$ cat src/rtl/if_fetch_queue.sv
// Instruction-fetch queue: issues in-order imem requests for the PC register's
// fetch address, tracks outstanding responses, and buffers returned
// {pc, inst} pairs for decode. Stale responses are discarded after a flush.
module if_fetch_queue #(
  parameter int DEPTH   = 4,
  parameter int MAX_OUT = 2
) (
  input  logic        clk,
  input  logic        rst,
  input  logic [31:0] pc_i,
  input  logic        ce_i,
  input  logic        flush_i,
  output logic        fetch_stall_o,
  output logic        imem_req_o,
  output logic [31:0] imem_addr_o,
  input  logic        imem_gnt_i,
  input  logic        imem_rvalid_i,
  input  logic [31:0] imem_rdata_i,
  output logic        id_valid_o,
  output logic [31:0] id_pc_o,
  output logic [31:0] id_inst_o,
  input  logic        id_ready_i
);

  localparam int CW = $clog2(DEPTH + 1);
  localparam int IW = $clog2(MAX_OUT + 1);
  localparam int PW = $clog2(DEPTH);
  localparam int MW = (MAX_OUT > 1) ? $clog2(MAX_OUT) : 1;
  localparam int SW = CW + 1;

  logic [CW-1:0] count;
  logic [IW-1:0] inflight;
  logic [IW-1:0] drop_cnt;
  logic [IW-1:0] inflight_nxt;
  logic [PW-1:0] rd_ptr;
  logic [PW-1:0] wr_ptr;
  logic [MW-1:0] pend_rd;
  logic [MW-1:0] pend_wr;

  logic [31:0] q_pc   [DEPTH];
  logic [31:0] q_inst [DEPTH];
  logic [31:0] pend_pc[MAX_OUT];

  logic can_issue;
  logic grant;
  logic drop;
  logic enq;
  logic deq;

  // Pending-PC pointers wrap at MAX_OUT, which need not be a power of two.
  function automatic logic [MW-1:0] pend_inc(input logic [MW-1:0] p);
    if (p == MW'(MAX_OUT - 1)) begin
      return '0;
    end
    return p + 1'b1;
  endfunction

  // Issue/credit decisions; rst gates the request and stall so reset silences them at once.
  always_comb begin
    can_issue     = rst & ce_i & ~flush_i & (inflight < IW'(MAX_OUT))
                    & ((SW'(inflight) + SW'(count)) < SW'(DEPTH));
    imem_req_o    = can_issue;
    imem_addr_o   = pc_i;
    grant         = can_issue & imem_gnt_i;
    fetch_stall_o = rst & ce_i & ~flush_i & ~grant;
    drop          = (drop_cnt != '0);
    enq           = imem_rvalid_i & ~drop & ~flush_i;
    id_valid_o    = (count != '0);
    deq           = id_valid_o & id_ready_i & ~flush_i;
    inflight_nxt  = inflight + IW'(grant) - IW'(imem_rvalid_i);
    id_pc_o       = id_valid_o ? q_pc[rd_ptr] : '0;
    id_inst_o     = id_valid_o ? q_inst[rd_ptr] : '0;
  end

  // Control state: queue occupancy, pointers, outstanding and to-be-dropped responses.
  always_ff @(posedge clk or negedge rst) begin
    if (!rst) begin
      count    <= '0;
      rd_ptr   <= '0;
      wr_ptr   <= '0;
      inflight <= '0;
      drop_cnt <= '0;
      pend_rd  <= '0;
      pend_wr  <= '0;
    end else begin
      inflight <= inflight_nxt;
      if (grant) begin
        pend_wr <= pend_inc(pend_wr);
      end
      if (imem_rvalid_i) begin
        pend_rd <= pend_inc(pend_rd);
      end
      if (flush_i) begin
        // Everything still outstanding after this cycle belongs to the old path.
        count    <= '0;
        rd_ptr   <= '0;
        wr_ptr   <= '0;
        drop_cnt <= inflight_nxt;
      end else begin
        if (imem_rvalid_i && drop) begin
          drop_cnt <= drop_cnt - 1'b1;
        end
        if (enq) begin
          wr_ptr <= wr_ptr + 1'b1;
        end
        if (deq) begin
          rd_ptr <= rd_ptr + 1'b1;
        end
        count <= count + CW'(enq) - CW'(deq);
      end
    end
  end

  // Data storage needs no reset: it is only observed behind valid occupancy.
  always_ff @(posedge clk) begin
    if (grant) begin
      pend_pc[pend_wr] <= pc_i;
    end
    if (enq) begin
      q_pc[wr_ptr]   <= pend_pc[pend_rd];
      q_inst[wr_ptr] <= imem_rdata_i;
    end
  end

  // Credit accounting must make a full-queue enqueue impossible.
  a_no_overflow: assert property (@(posedge clk) disable iff (!rst)
    !(enq && (count == CW'(DEPTH))));

endmodule

$ cat config.mk
export PLATFORM = sky130hd
export DESIGN_NAME = if_fetch_queue
export DESIGN_NICKNAME = d
export VERILOG_FILES = /design/src/rtl/if_fetch_queue.sv
export SDC_FILE = /design/constraint.sdc
export NUM_CORES = 1
export LEC_CHECK = 0
export CORE_UTILIZATION = 54
export DETAILED_ROUTE_END_ITERATION = 6
export HOLD_SLACK_MARGIN = 0.15
export PLACE_DENSITY = 0.78
export SETUP_SLACK_MARGIN = 0.02
export SKIP_CTS_REPAIR_TIMING = 1
export SYNTH_ARGS = -nofsm -noshare
export SYNTH_HDL_FRONTEND = slang
export SYNTH_SLANG_ARGS = --single-unit
$ cat constraint.sdc
create_clock -name clk -period 8.55 [get_ports clk]
set_input_delay 2.1375 -clock clk [delete_from_list [all_inputs] [get_ports clk]]
set_output_delay 2.1375 -clock clk [all_outputs]
set_load 0.03 [all_outputs]
# Word-level counts from Yosys, hierarchy flattened
# Memories as Yosys holds them, arrays and structs flattened.
# Cells that the tools add are included.
# totals
latch_bits	0
mem_bits_ro	0
inputBits	71
mem_bits_rw	320
n_memories	3
elab_cells	62
regBits	13
# mem_list
name	depth	width	rd	rd_ports_with_merged_regs	wr	line	text
q_inst	4	32	1	0	1	41	logic [31:0] q_inst [DEPTH];
q_pc	4	32	1	0	1	40	logic [31:0] q_pc [DEPTH];
pend_pc	2	32	1	0	1	42	logic [31:0] pend_pc[MAX_OUT];
# op_classes
eq_ne	0
order_cmp	2
n_addsub	10
reduce_logical	6
mul	0
mux	21
div	0
bitwise_logic	13
shift	0
# ops
cell	count
two-way mux 32 bit	2
two-way mux 1 bit	12
two-way mux 2 bit	6
AND 1 bit	10
nonzero test 2 bit	4
adder 2 x 1 -> 2 bit, second input constant	2
adder 2 x 3 -> 4 bit	1
less-than comparator 4 x 3 -> 1 bit, second input constant	1
adder 3 x 1 -> 3 bit	1
two-way mux 3 bit	1
inverter 1 bit	3
nonzero test 3 bit	1
subtractor 3 x 1 -> 3 bit	1
adder 1 bit, second input constant	2
adder 2 x 1 -> 2 bit	1
less-than comparator 2 bit, second input constant	1
subtractor 2 x 1 -> 2 bit	1
subtractor 2 x 1 -> 2 bit, second input constant	1
logical AND 1 bit	1

# Depth between registers and ports, before layout
# Gate-level depths: netlist of run 1.
# logic_depth
word_depth	8
mapped_depth	13

# Worst setup path after synthesis of run 1
# No wires, ideal clock.
# synth_path
kind	input to output
from	in flush_i
to	out fetch_stall_o
required_time_ps	6412
cell_stages	3
slack_ps	3315
arrival_time_ps	3098
path_buffers	0
cell_sequence	nand3b_1 -> and3b_1 -> a21oi_1
# synth_via
elab_chain_cells	7
# synth_lines
element	line	text
from (decl)	12	input logic flush_i,
inverter 1 bit	60	can_issue = rst & ce_i & ~flush_i & (inflight < IW'(MAX_OUT))
AND 1 bit (2 in series)	60	
AND 1 bit	61	& ((SW'(inflight) + SW'(count)) < SW'(DEPTH));
via imem_req_o	14	output logic imem_req_o,
AND 1 bit	64	grant = can_issue & imem_gnt_i;
inverter 1 bit	65	fetch_stall_o = rst & ce_i & ~flush_i & ~grant;
AND 1 bit	65	
to (decl)	13	output logic fetch_stall_o,
# The timed path passes the listed nets, and every way through them passes these cells.

# Final worst setup path of run 1
# layout_path
from	in rst
to	out fetch_stall_o
# layout_via
elab_chain_cells	7
# layout_lines
element	line	text
from (decl)	9	input logic rst,
AND 1 bit (*) (2 in series)	60, 65	
AND 1 bit	60	
AND 1 bit	61	
AND 1 bit	64	
inverter 1 bit	65	
AND 1 bit (*)	65	
# Mark *: on every way between the ends. The rest lies on a longest branch, timed or not.

==> results of run 1 <==
## power groups by stage
| stage | clock (uW) | combinational [uW] | sequential, uW |
|---|---|---|---|
| 3_3_place_gp | 0 | 1440 | 2090 |
| 3_5_place_dp | 0 | 1460 | 2100 |
| 4_1_cts | 1450 | 1470 | 2060 |
| 6_report | 1420 | 1460 | 2060 |
| 2_1_floorplan | 0 | 1060 | 1980 |
| 5_1_grt | 1510 | 1550 | 2080 |
## synthesized netlist by cell type, drive strengths merged
library cell | instances | area share, %
edfxtp | 320 | 74
and2 | 69 | 3.3
mux4 | 64 | 11
buf | 48 | 2.7
mux2 | 33 | 2.9
dfrtp | 13 | 2.5
clkbuf | 10 | 0.29
ha | 10 | 0.96
inv | 8 | 0.23
nor2 | 8 | 0.23
xnor2 | 5 | 0.34
xor2 | 4 | 0.27
nand2 | 3 | 0.087
a21oi | 2 | 0.077
nand3 | 2 | 0.077
nor2b | 2 | 0.096
nor3 | 2 | 0.077
and3 | 1 | 0.048
and3b | 1 | 0.068
fa | 1 | 0.15
mux2i | 1 | 0.077
nand3b | 1 | 0.058
nand4b | 1 | 0.068
o21ai | 1 | 0.039
o311ai | 1 | 0.068
o31ai | 1 | 0.058
or3 | 1 | 0.048
## worst register-to-register path: cells and delay by family (launching register included)
kind                       cells  cell delay (ns)
adders and majority gates      4             0.99
and+or+nand+nor                4             0.70
DFF                            1             0.39
buffers and inverters          4             0.27
xor gates and xnor gates       1             0.18
## cell type report
cell class / instances / area share [%]
inverters: 8 / 0.1903
multi-input cells: 214 / 16.74
flip-flops and latches: 333 / 63.01
clock inverters: 19 / 1.126
clock buffers: 39 / 5.645
repair buffers: 170 / 10.77
well taps: 319 / 2.529
## routing by layer
layer | track usage [%] | up-vias | wire, um
li1 | - | 2693 | -
met2 | 33.44 | 231 | 11680
met5 | 0 | - | 0
met1 | 25.29 | 3148 | 9604
met3 | 4.020 | 36 | 1452
met4 | 5.039 | 0 | 376
## registers in the layout, indices dropped and copies added (netlist names)
name	count
pend_wr	1
q_inst	128
q_pc	128
count	3
wr_ptr	2
inflight	2
drop_cnt	2
pend_pc	64
rd_ptr	2
pend_rd	1
## cells by family after synthesis
| family | count (synthesis) | share of synthesized area [%] |
|---|---|---|
| AND/OR/NAND/NOR | 91 | 4.185 |
| multiplexers | 98 | 14.05 |
| adder cells (fa/ha/maj) | 11 | 1.119 |
| flip-flops | 333 | 76.57 |
| buffers and inverters | 66 | 3.230 |
| XOR/XNOR | 9 | 0.6075 |
| AO/OA/AOI/OAI | 5 | 0.2411 |
## how the worst min path moves through the flow
stage / to / slack (ns) / cells past startpoint
5_1_grt: inflight[1] / 0.58 / 1
2_1_floorplan: pend_wr / 0.46 / 1
3_3_place_gp: inflight[1] / 0.52 / 1
6_report: inflight[1] / 0.55 / 1
4_1_cts: inflight[1] / 0.54 / 1
3_5_place_dp: inflight[1] / 0.53 / 1
## stage by stage
stage / std cells / hold WS (ns) / worst slack [ns]
2_1_floorplan: 613 / 0.4608 / 3.315
3_3_place_gp: 1044 / 0.5190 / 2.213
3_5_place_dp: 1044 / 0.5337 / 2.119
4_1_cts: 1102 / 0.5418 / 2.068
5_1_grt: 1102 / 0.5769 / 1.919
6_report: 1102 / 0.5500 / 2.067
==> run metrics, run 1 <==
Die H=157.0 um; WL final=23110 um; peak supply drop=183.4 uV; FILL cells=1520; fmax=154.2 MHz; Net Count, Synth=695; Final period util=75.83%; CORE AREA=23540 sq um; Reg power frac=41.7%; DRT Pass-1 Iters=4; DRC viols=0; final-report max-slew violation count=0; DR iter-0 viols=309; num ports=170; Syn Inst Count=613; Inserted Diodes=0; crit start category=input port; share of cells above drive strength 1=20.05%; Final Hold Viols=0; area grow syn2layout=21.63%; Sw Pwr=1483 uW; Rel. slew slack=20.59%; worst setup path end=fetch_stall_o; Pleak=0.005080 uW; Slowest-stage cell, CP=clkdlybuf4s50_1; Rows=56; htree depth=2; die width=157.0 um; global-route wire length before repair=35770 um; crit path max fanout=14; worst path bufs/invs=2; multi-input logic area=2641 sq um; die area=24650 sq um; CP arrival=4.35 ns; CTS Buf Count=35; via/cell ratio=5.543; shortest period the worst path allows=6.483 ns; vias in the first global route=6626; Hold Crit Class=reg -> reg; Comb pwr share=29.5%; cells on worst reg2reg path=13; Root Driver=clkbuf_16; commonest non-fill, non-tap cell in the layout=edfxtp_1; CP Class=in -> out; Synth Cell Area=12970 sq um; Largest delay share family, worst path=buffers and inverters; Final Util=67.03%; worst slew pin tran=1.191 ns; RR Endpoint=count[2]; crit path launch=rst; number of port buffers=169; synth warn=0; HPWL after DPL=12660 um; via count=6108; unrepaired setup endpoints after global routing=false; clk_skew=0.02654 ns; Reg clk slew, reported paths=0.06 ns; power density over cell area=312.7 nW/um^2; Cell Area, Placed=14710 sq um; routability cong.=0.7016; flop2flop setup slack=5.93 ns; setup TNS=0 ns; Global Route Usage Sum=19.40%; post-route design area=15780 sq um; ordered list of cells on the worst path=clkdlybuf4s50_1, nand3b_1, and3b_1, a21oi_1, clkdlybuf4s50_1; pin count of the biggest net entering global routing=66; Int Power=3452 uW; Final Net Count=844; CTS tree=built; Switching Fraction=30.05%; crit end category=output pin; clock sinks=333; clock buffer depth=3; wire per inst=20.97 um; Critical Path RT=6.41 ns; Crit path largest cell delay=0.77 ns; FF-to-FF Start=drop_cnt[0]; FF/Latch Area=9943 sq um; remaining antenna violation count=0; hold_sp=inflight[1]; initial antenna violation count=0; total grt overflow=0; most frequent cells in the layout=edfxtp_1 (320), clkdlybuf4s50_1 (169), and2_1 (65); clock network power share=28.8%; max_cap viols=0; Tot Pwr=4935 uW; register area share after synthesis=76.57%; Synth cell types=29; final setup violation count=0; Avg Cell Area, Syn=21.17 sq um; critical path depth in cells=5; outcome=complete, no violations; CP most frequent cell=clkdlybuf4s50_1; Clock Latency Late Sink=0.51 ns; synthesis-stage register bit count=333; Starting Density=55.11%
(Power assumes the default switching activity.)
==> inputs of run 2 (changes only) <==
CORE_UTILIZATION = 50   (was 54)
PLACE_DENSITY = 0.76   (was 0.78)
clock period = 5.5 ns   (was 8.55 ns; I/O delays follow)
==> run 2 against run 1 <==
Compared with the run above:
- die area increased by 7.9%
- count of clock-buffer cells in the layout increased by 3
- via count fell by 0.38%
- wire length is 1.4% lower
- power up 58%
- combinational power up 57%
- clock power up 65%
- sequential power up 54%
- largest cell class unchanged
==> run metrics, run 2 (synthesized netlist as in run 1, its figures left out) <==
outcome=complete, no violations (unchanged); wire per inst=20.42 um (was 20.97 um); Slowest-stage cell, CP=clkdlybuf4s50_1 (unchanged); critical path depth in cells=5 (unchanged); Rel. slew slack=25.40% (was 20.59%); clock buffer depth=3 (unchanged); global-route wire length before repair=35420 um (was 35770 um); clk_skew=0.01680 ns (was 0.02654 ns); Pleak=0.005125 uW (was 0.005080 uW); crit start category=input port (unchanged); Inserted Diodes=0 (unchanged); Final Net Count=845 (was 844); vias in the first global route=6630 (was 6626); Root Driver=clkbuf_16 (unchanged); non-filler cells, final=1116 (was 1102); top flop regs=q_inst (128), q_pc (128), pend_pc (64) (unchanged); CTS tree=built (unchanged); Starting Density=51.23% (was 55.11%); CP Class=in -> out (unchanged); cells on worst reg2reg path=13 (unchanged); shortest period the worst path allows=4.763 ns; final-report max-slew violation count=0 (unchanged); worst path bufs/invs=2 (unchanged); Critical Path RT=4.12 ns (was 6.41 ns); DR iter-0 viols=318 (was 309); crit end category=output pin (unchanged); die width=163.1 um (was 157.0 um); total grt overflow=0 (unchanged); Hold Crit Class=reg -> reg (unchanged); WL final=22790 um (was 23110 um); worst slew pin tran=1.119 ns (was 1.191 ns); unrepaired setup endpoints after global routing=false (unchanged); crit path max fanout=13 (was 14); clock sinks=333 (unchanged); num ports=170 (unchanged); worst hold stages=1 (unchanged); HPWL after DPL=12590 um (was 12660 um); CTS Buf Count=35 (unchanged); CP arrival=3.39 ns (was 4.35 ns); Tot Pwr=7810 uW (was 4935 uW); CORE AREA=25330 sq um (was 23540 sq um); number of port buffers=169 (unchanged); multi-input logic area=2641 sq um (unchanged); routability cong.=0.7406 (was 0.7016); via/cell ratio=5.453 (was 5.543); DRT Pass-1 Iters=4 (unchanged); Final Hold Viols=0 (unchanged); CP most frequent cell=clkdlybuf4s50_1 (unchanged); via count=6085 (was 6108); die area=26600 sq um (was 24650 sq um); pin count of the biggest net entering global routing=66 (unchanged); max_cap viols=0 (unchanged); Clock Latency Late Sink=0.50 ns (was 0.51 ns); FF/Latch Area=9943 sq um (unchanged); remaining antenna violation count=0 (unchanged); ordered list of cells on the worst path=clkdlybuf4s50_1, nand3b_1, and3b_1, a21oi_1, clkdlybuf4s50_1 (unchanged); FILL cells=1681 (was 1520); setup TNS=0 ns (unchanged); most frequent cells in the layout=edfxtp_1 (320), clkdlybuf4s50_1 (169), and2_1 (65) (unchanged); area grow syn2layout=22.57% (was 21.63%); Die H=163.1 um (was 157.0 um); Largest delay share family, worst path=buffers and inverters (unchanged); initial antenna violation count=0 (unchanged); htree depth=2 (unchanged); Rows=58 (was 56); Final period util=86.59%; commonest non-fill, non-tap cell in the layout=edfxtp_1 (unchanged); share of cells above drive strength 1=19.97% (was 20.05%); Reg clk slew, reported paths=0.06 ns (about the same); fmax=210.0 MHz; Placed Instances=1056 (was 1044); peak supply drop=342.7 uV (was 183.4 uV); Crit path largest cell delay=0.75 ns (was 0.77 ns); DRC viols=0 (unchanged); final setup violation count=0 (unchanged); power density over cell area=491.1 nW/um^2 (was 312.7 nW/um^2); Global Route Usage Sum=17.82% (was 19.40%)
run 2: area by class of cell:
class	instances	share of cell area (%)
clock buffers	42	5.940
clock inverters	18	1.337
inverters	8	0.1888
multi-input cells	214	16.61
flip-flops and latches	333	62.52
well taps	330	2.596
repair buffers	171	10.81
run 2: path summary, 6_finish.rpt:
check	endpoint	start	slack, ns
max	fetch_stall_o	flush_i	0.74
min	inflight[0]	inflight[0]	0.56
max reg2reg	count[2]	drop_cnt[0]	2.88
min reg2reg	inflight[0]	inflight[0]	0.56
max in group asynchronous	rd_ptr[1]	rst	4.11
min in group asynchronous	inflight[1]	rst	1.19
run 2: routing by layer:
metal,vias to the layer above,part of all wire [%],wire (um),GRT usage (%)
met5,-,0,0,0
met4,0,1.4,326,4.545
met3,29,4.7,1078,3.225
met2,180,52,11840,31.57
met1,3180,42,9539,22.69
li1,2696,-,-,-
run 2: power breakdown:
group	internal, uW	switching [uW]
sequential	2980	189
combinational	1090	1200
clock	1450	892
run 2: metrics by stage:
step	util [%]	setup WS (ns)	instance area [sq um]	hold WS (ns)
after floorplan	-	1.790	12970	0.4608
after detailed placement	58.23	0.7773	14750	0.5423
after global routing	62.80	0.6713	15900	0.5675
after CTS	62.80	0.7706	15900	0.5529
after global placement	58.23	0.8065	14750	0.5271
final	62.80	0.7373	15900	0.5610
run 2: worst register-to-register path: cells and delay by family, from the launching register on:
family	cells	cell delay (ns)
simple gates	4	0.71
flops	1	0.39
xor+xnor	1	0.17
buf+inv	4	0.27
fa+ha+maj	4	1.00
